--- config.mk ---
export PLATFORM = sky130hd
export DESIGN_NAME = psi_input_loader
export DESIGN_NICKNAME = d
export VERILOG_FILES = /design/src/rtl/psi_input_loader.sv
export SDC_FILE = /design/constraint.sdc
export NUM_CORES = 1
export LEC_CHECK = 0
export ABC_AREA = 0
export BUFFER_PORTS_ARGS = -buffer_cell sky130_fd_sc_hd__buf_2
export CAP_MARGIN = 20
export CORE_UTILIZATION = 49
export DETAILED_ROUTE_END_ITERATION = 12
export PLACE_DENSITY_LB_ADDON = 0.3
export SLEW_MARGIN = 40
export SYNTH_ARGS = -nofsm -noshare
export SYNTH_HDL_FRONTEND = slang
export SYNTH_SLANG_ARGS = --single-unit
export TNS_END_PERCENT = 1
--- constraint.sdc ---
create_clock -name clk -period 1.6 [get_ports clk]
set_clock_uncertainty 0.2 [all_clocks]
set_input_delay 0.24 -clock clk [delete_from_list [all_inputs] [get_ports clk]]
set_output_delay 0.24 -clock clk [all_outputs]
set_load 0.005 [all_outputs]
--- src/rtl/psi_input_loader.sv ---
// -----------------------------------------------------------------------------
// psi_input_loader
//
// Upstream feeder for the bitonic PSI core. Party set elements arrive one
// W-bit word per cycle on a valid/ready stream: party 0 first, with each
// party's K words in order. The loader assembles them into the flat W*K*N-bit
// p_input vector. The first word goes into the most-significant slot, so the
// frame reads as an MSB-first concatenation of the stream.
//
// While loading, the loader checks that each party's words are strictly
// ascending. A violation raises the advisory flag order_err. The flag does
// not stop the frame from completing.
//
// Once the frame is full, p_input is held stable with p_valid high until the
// consumer pulses p_ack. The loader then returns to LOAD and accepts the next
// frame.
//
// Ports
//   clk        in   1        clock, rising edge
//   rst_n      in   1        asynchronous active-low reset
//   clr        in   1        synchronous abort of the partial or held frame
//   in_valid   in   1        in_data holds a valid element
//   in_data    in   W        element word
//   in_ready   out  1        loader accepts a word this cycle (state LOAD)
//   p_input    out  W*K*N    assembled frame for the PSI core
//   p_valid    out  1        p_input complete and stable (state FULL)
//   p_ack      in   1        consumer has taken p_input
//   order_err  out  1        sticky: some party's set was not strictly ascending
// -----------------------------------------------------------------------------
module psi_input_loader #(
  parameter int W = 4,
  parameter int K = 4,
  parameter int N = 8
) (
  input  logic             clk,
  input  logic             rst_n,
  input  logic             clr,
  input  logic             in_valid,
  input  logic [W-1:0]     in_data,
  output logic             in_ready,
  output logic [W*K*N-1:0] p_input,
  output logic             p_valid,
  input  logic             p_ack,
  output logic             order_err
);

  localparam int NK = N * K;
  localparam int CW = (NK > 1) ? $clog2(NK) : 1;
  localparam int EW = (K > 1) ? $clog2(K) : 1;
  localparam int PW = (N > 1) ? $clog2(N) : 1;

  typedef enum logic {
    S_LOAD = 1'b0,
    S_FULL = 1'b1
  } state_e;

  state_e          state_q, state_d;
  logic [EW-1:0]   elem_cnt_q, elem_cnt_d;
  logic [PW-1:0]   party_cnt_q, party_cnt_d;
  logic [W-1:0]    prev_q, prev_d;
  logic [W*NK-1:0] p_input_q, p_input_d;
  logic            order_err_q, order_err_d;

  logic            accept;
  logic            last_elem;
  logic            last_party;
  logic [CW-1:0]   word_idx;

  // Handshake signals decode straight from state, with no combinational path
  // from the inputs.
  assign in_ready  = (state_q == S_LOAD);
  assign p_valid   = (state_q == S_FULL);
  assign p_input   = p_input_q;
  assign order_err = order_err_q;

  assign accept     = in_valid && in_ready;
  assign last_elem  = (elem_cnt_q == EW'(K - 1));
  assign last_party = (party_cnt_q == PW'(N - 1));
  // Running index of the word being accepted, 0 .. N*K-1.
  assign word_idx   = CW'(party_cnt_q) * CW'(K) + CW'(elem_cnt_q);

  // NOTE: every variable is given its hold value before any branch. A path that
  // leaves one unassigned would infer a latch instead of the intended mux.
  always_comb begin
    state_d     = state_q;
    elem_cnt_d  = elem_cnt_q;
    party_cnt_d = party_cnt_q;
    prev_d      = prev_q;
    p_input_d   = p_input_q;
    order_err_d = order_err_q;

    if (clr) begin
      // Abort wins over everything, including a word offered this cycle.
      state_d     = S_LOAD;
      elem_cnt_d  = '0;
      party_cnt_d = '0;
      prev_d      = '0;
      p_input_d   = '0;
      order_err_d = 1'b0;
    end else begin
      unique case (state_q)
        S_LOAD: begin
          if (accept) begin
            prev_d = in_data;
            // Word c lands in slot NK-1-c, so the first word fills the MS slot.
            for (int i = 0; i < NK; i++) begin
              if (word_idx == CW'(NK - 1 - i)) begin
                p_input_d[i*W +: W] = in_data;
              end
            end
            // No check applies on a party's first word. A drop across a party
            // boundary is legal.
            if ((elem_cnt_q != '0) && (in_data <= prev_q)) begin
              order_err_d = 1'b1;
            end
            if (last_elem) begin
              elem_cnt_d = '0;
              if (last_party) begin
                party_cnt_d = '0;
                state_d     = S_FULL;
              end else begin
                party_cnt_d = party_cnt_q + PW'(1);
              end
            end else begin
              elem_cnt_d = elem_cnt_q + EW'(1);
            end
          end
        end
        S_FULL: begin
          // The frame and error flag are frozen. p_input keeps its value after
          // release and is overwritten word by word by the next frame.
          if (p_ack) begin
            state_d     = S_LOAD;
            elem_cnt_d  = '0;
            party_cnt_d = '0;
            order_err_d = 1'b0;
          end
        end
        default: state_d = S_LOAD;
      endcase
    end
  end

  // NOTE: state registers use non-blocking assignments. All flops then sample
  // the pre-edge values, whatever order the simulator runs the processes in.
  always_ff @(posedge clk or negedge rst_n) begin
    if (!rst_n) begin
      state_q     <= S_LOAD;
      elem_cnt_q  <= '0;
      party_cnt_q <= '0;
      prev_q      <= '0;
      p_input_q   <= '0;
      order_err_q <= 1'b0;
    end else begin
      state_q     <= state_d;
      elem_cnt_q  <= elem_cnt_d;
      party_cnt_q <= party_cnt_d;
      prev_q      <= prev_d;
      p_input_q   <= p_input_d;
      order_err_q <= order_err_d;
    end
  end

endmodule
======== Word-level counts from Yosys, hierarchy flattened ========
Cells that the tools add are included.
Widths: inputs -> output; s select.
operators by class
  $add $sub $neg .......................... 3
  multipliers ............................. 0
  div/mod/pow operators ................... 0
  magnitude comparators ................... 1
  equal/unequal tests ..................... 38
  shift operators ......................... 0
  mux-type cells .......................... 60
  bitwise logic cells ..................... 1
  reductions and logical operators ........ 73
operator list
  kind                 count
  $mux 128             3
  $mux 4               35
  $reduce_and 3->1     34
  $eq 5x5->1 const B   16
  $reduce_bool 2->1    34
  $eq 5x4->1 const B   8
  $eq 5x3->1 const B   4
  $mux 3               5
  $eq 5x2->1 const B   2
  $mux 1               9
  $ne 3x2->1 const B   3
  $mux 2               4
  $pmux 3 s2           1
  $add 5x2->5          1
  $eq 5x1->1 const B   1
  $logic_not 5->1      1
  $le 4x4->1           1
  $pmux 1 s2           2
  $pmux 2 s2           1
  $reduce_and 2->1     2
  $add 3x1->3 const B  1
  $eq 3x3->1 const B   1
  $ne 3x3->1 const B   1
  $add 2x1->2 const B  1
  other kinds (4)      5
storage, ports and cells
  register bits after elaboration ......... 139
  latch bits .............................. 0
  RAM bits ................................ 0
  memory bits (read-only) ................. 0
  input port bits ......................... 9
  output and inout bits ................... 131
  memories kept ........................... 0

======== Depth between registers and ports, before layout ========
  word-level depth ........................ 6
  gate-level depth with buffers ........... 5

======== Worst setup path before layout ========
Ideal clock, no wire load.
  kind .................................... reg-to-reg
  start point ............................. register state_q (netlist: p_valid)
  end point ............................... register party_cnt_q[2]
  library setup time ...................... 125 ps
  data arrival time ....................... 1217 ps
  data required time ...................... 1275 ps
  slack ................................... 58 ps
  cell stages (with the launch flop) ...... 5
  buffers on the path ..................... 1
  cells stage by stage .................... dfrtp_1 nor2b_1 buf_6 a21bo_1 mux2_2
between the ends
  longest elaborated chain between the ends .. 4
ends and longest elaborated chain
  what                        line  RTL
  start, declared             57    state_e state_q, state_d;
  start signal, assigned      155   state_q <= state_d;
  $not 1->1                   -
  $logic_and 1x1->1           76    assign accept = in_valid && in_ready;
  $ne 3x2->1 (no line)        -
  $reduce_and 3->1 (no line)  -
  end signal, assigned        157   party_cnt_q <= party_cnt_d;
  end, declared               59    logic [PW-1:0] party_cnt_q, party_cnt_d;
Parallel ways exist; a longest one is shown, timed or not.
A chain may end at the register's enable or synchronous reset.

======== Final worst setup path ========
  start point ............................. register elem_cnt_q[0]
  end point ............................... register p_input_q[119] (netlist: p_input[119])
between the ends
  longest elaborated chain between the ends .. 4
ends and longest elaborated chain
  what                         line  RTL
  start, declared              58    logic [EW-1:0] elem_cnt_q, elem_cnt_d;
  start signal, assigned       156   elem_cnt_q <= elem_cnt_d;
  $add 5x2->5                  80    assign word_idx = CW'(party_cnt_q) * CW'(K) + CW'(elem_cnt_q);
  $eq 5x2->1                   107   if (word_idx == CW'(NK - 1 - i)) begin
  $reduce_bool 2->1 (no line)  -
  $reduce_and 3->1 (no line)   -
  end signal, assigned         159   p_input_q <= p_input_d;
  end, declared                61    logic [W*NK-1:0] p_input_q, p_input_d;
No other way between the ends.

==> out/metrics.yaml <==
violations: "negative setup slack"
ys_seq_elements: 139
cts_buffers: 17
r2r_end: "p_input[119]"
synth.distinct_cells: 29
max-cap-violations: 0
grt_pass1_vias: 4718
post-route-min-period_ps: 1660
cts_tree: "yes"
regToRegSetupSlack_ps: -60
hp-class: "in2async"
cpLargestDelayFamily: "simple AND/OR/NAND/NOR gates"
synth.largest_area_cell: "dfrtp_1"
wl_mm: 15.9
placed_area_mm2: 0.00754
crit_required_ps: 1740
cts_sinks: 139
drt-pass1-iter-count: 4
synth_area_mm2: 0.00643
grt_max_degree: 73
clock_latency_ps: 430
crit_buf_inv: 1
drv_slew: 0
synth.area.mux_share_pct: 21.2
drt-initial-drc-count: 195
power_mw: 8.28
fillerInstances: 1000
outcome: "complete, but fails checks"
cpPeakStageDelay_ps: 460
rows: 41
io_pins: 140
syn_nets: 553
avgSynthCellArea_um2: 12.1
setup_slack_ps: -57.1
die-area_mm2: 0.0136
synth_edf_count: 0
synthTopCellsByCount: "dfrtp_1 (139), mux2i_1 (135), nand2b_1 (133), nand2_1 (30), clkbuf_1 (20)"
start_kind: "register"
final_nets: 718
gp_congestion: 0.778
crit_chain: "inv_4 -> ha_4 -> and4bb_4 -> nand2_4 -> mux2i_2"
fin_crit_sh_pct: 104
die_w_um: 117
power_density_mw_per_mm2: 978
synth_ff_type: "dfrtp_1"
setup_viol: 57
synth.top_cells.by_area: "dfrtp_1 (54%), mux2i_1 (21%), nand2b_1 (13%)"
worstMarginPinSlew_ps: 369
fmax_ghz: 0.603
start_util_pct: 50.6
crit_path_end_kind: "register"
grt_use_total_pct: 24.7
hpwl_mm: 10.8
path_class: "reg2reg"
slew_headroom_pct: 75.4
synth_compound_area_share_pct: 1.01
hold_viol: 0
yosys_warnings: 0
cts-htree-levels: 4
core-area_mm2: 0.0127
rr_worst_depth: 5
hold_ws_ps: 95.4
crit_fanout: 4
grt-ovfl-total: 0
synthCells: 531
synth_top_family_by_area: "multiplexers"
vias: 4527
synthAdderAreaFrac_pct: 2.53
timing.rr.start: "elem_cnt_q[0]"
clockBufferDepth: 2
synth-async-reset-ratio_pct: 100
antennaDiodeCount: 0
final_design_area_no_fill_mm2: 0.00847
drtAntennaViolNets: 0
drive_above_1_share_pct: 37.0
synth_xor_xnor_area_share_pct: 0
dpl.cell_count: 839
syn_to_final_growth_pct: 31.7
crit_arrival_ps: 1800
yosysMostFrequentCell: "dfrtp_1"
clk_pin_slew_ps: 60
die_h_um: 117
port_buffers: 139
yosys.area_share.simple_pct: 18.1
drt-wirelength-per-cell_um: 18.0
antenna_found_initial: 0
grt_pass1_wl_mm: 24.9
yosysSeqAreaShare_pct: 54.1
ir_drop_mv: 0.616
pre_cts_slack_ps: -173
p_leak_nw: 5.18
layout.cells.non_filler: 881
vias_per_cell: 5.14
drc_errors: 0
critPathSlowestCell: "dfrtp_2"
yosys.area.top_type_share_pct: 54.1
clockRootBuffer: "clkbuf_16"
rsz0062_at_grt: "yes"
area by class of cell:
class	count	area, um^2	share of cell area [%]
repair buffers	181	1160	13.8
clock buffers	25	505	5.97
clock inverters	7	62.6	0.739
well taps	172	215	2.54
flip-flops and latches	139	3480	41.1
multi-input cells	348	3000	35.4
inverters	9	38.8	0.458
worst max path at each step:
| stage | startpoint | end | cells past startpoint |
|---|---|---|---|
| after floorplan | p_valid | party_cnt_q[2] | 4 |
| after global placement | elem_cnt_q[0] | p_input[30] | 5 |
| after detailed placement | elem_cnt_q[1] | p_input[46] | 5 |
| after CTS | elem_cnt_q[0] | p_input[102] | 5 |
| after global routing | elem_cnt_q[0] | p_input[119] | 5 |
| final | elem_cnt_q[0] | p_input[119] | 5 |
state kept, by name (all words and copies together), names as in the netlist:
name / cells
elem_cnt_q: 2
order_err: 1
p_input: 128
p_valid: 1
party_cnt_q: 3
prev_q: 4
through the flow:
stage          TNS [ps]  util (%)
6_report          -1120      66.6
5_1_grt           -5500      66.6
4_1_cts           -3920      65.3
3_5_place_dp     -10370      59.2
3_3_place_gp      -5220      59.2
2_1_floorplan         0         -
power by group:
part,internal [mW],switching [mW],total [mW]
Combinational,0.371,0.517,0.888
Clock,2.33,1.42,3.75
Sequential,3.59,0.0590,3.65
routing by layer:
metal | track usage (%) | vias up | routed length [um]
met5 | 0 | - | 0
li1 | - | 2090 | -
met4 | 7.93 | 0 | 222
met2 | 38.4 | 128 | 7690
met1 | 32.8 | 2289 | 7030
met3 | 7.99 | 20 | 941
worst register-to-register path, cell delays in order, from the launching register on:
cell	delay (ps)
dfrtp_2	460
inv_4	100
ha_4	140
and4bb_4	360
nand2_4	110
mux2i_2	210
cell families after synthesis:
group | Yosys count
multiplexers | 136
AO/OA/AOI/OAI | 9
adder cells (fa/ha/maj) | 13
AND/OR/NAND/NOR | 190
flip-flops | 139
buffers and inverters | 44
layout by cell type (no fill, tap or decap), types with 5 or more instances in the layout:
cell           Yosys  final
nand2_2            0      9
mux2i_1          135    132
clkbuf_16          0     17
buf_12             0      9
inv_1              9      6
nand2b_1         133    133
buf_2             12    136
buf_6              2      5
clkinv_2           0      5
buf_4              1     25
dfrtp_1          139    136
dlygate4sd3_1      0      6
clkbuf_8           0      5
ha_1              13      7
nor2_1             7      7
nand2_4            4     22
timing repair:
action,CTS,global route
endpoints found under the hold margin,144,0
hold buffers,6,0
gates resized for setup,47,34
setup endpoints to repair,134,133
setup buffers,2,2
pin swaps,2,13
Power figures use the tool's default switching activity.
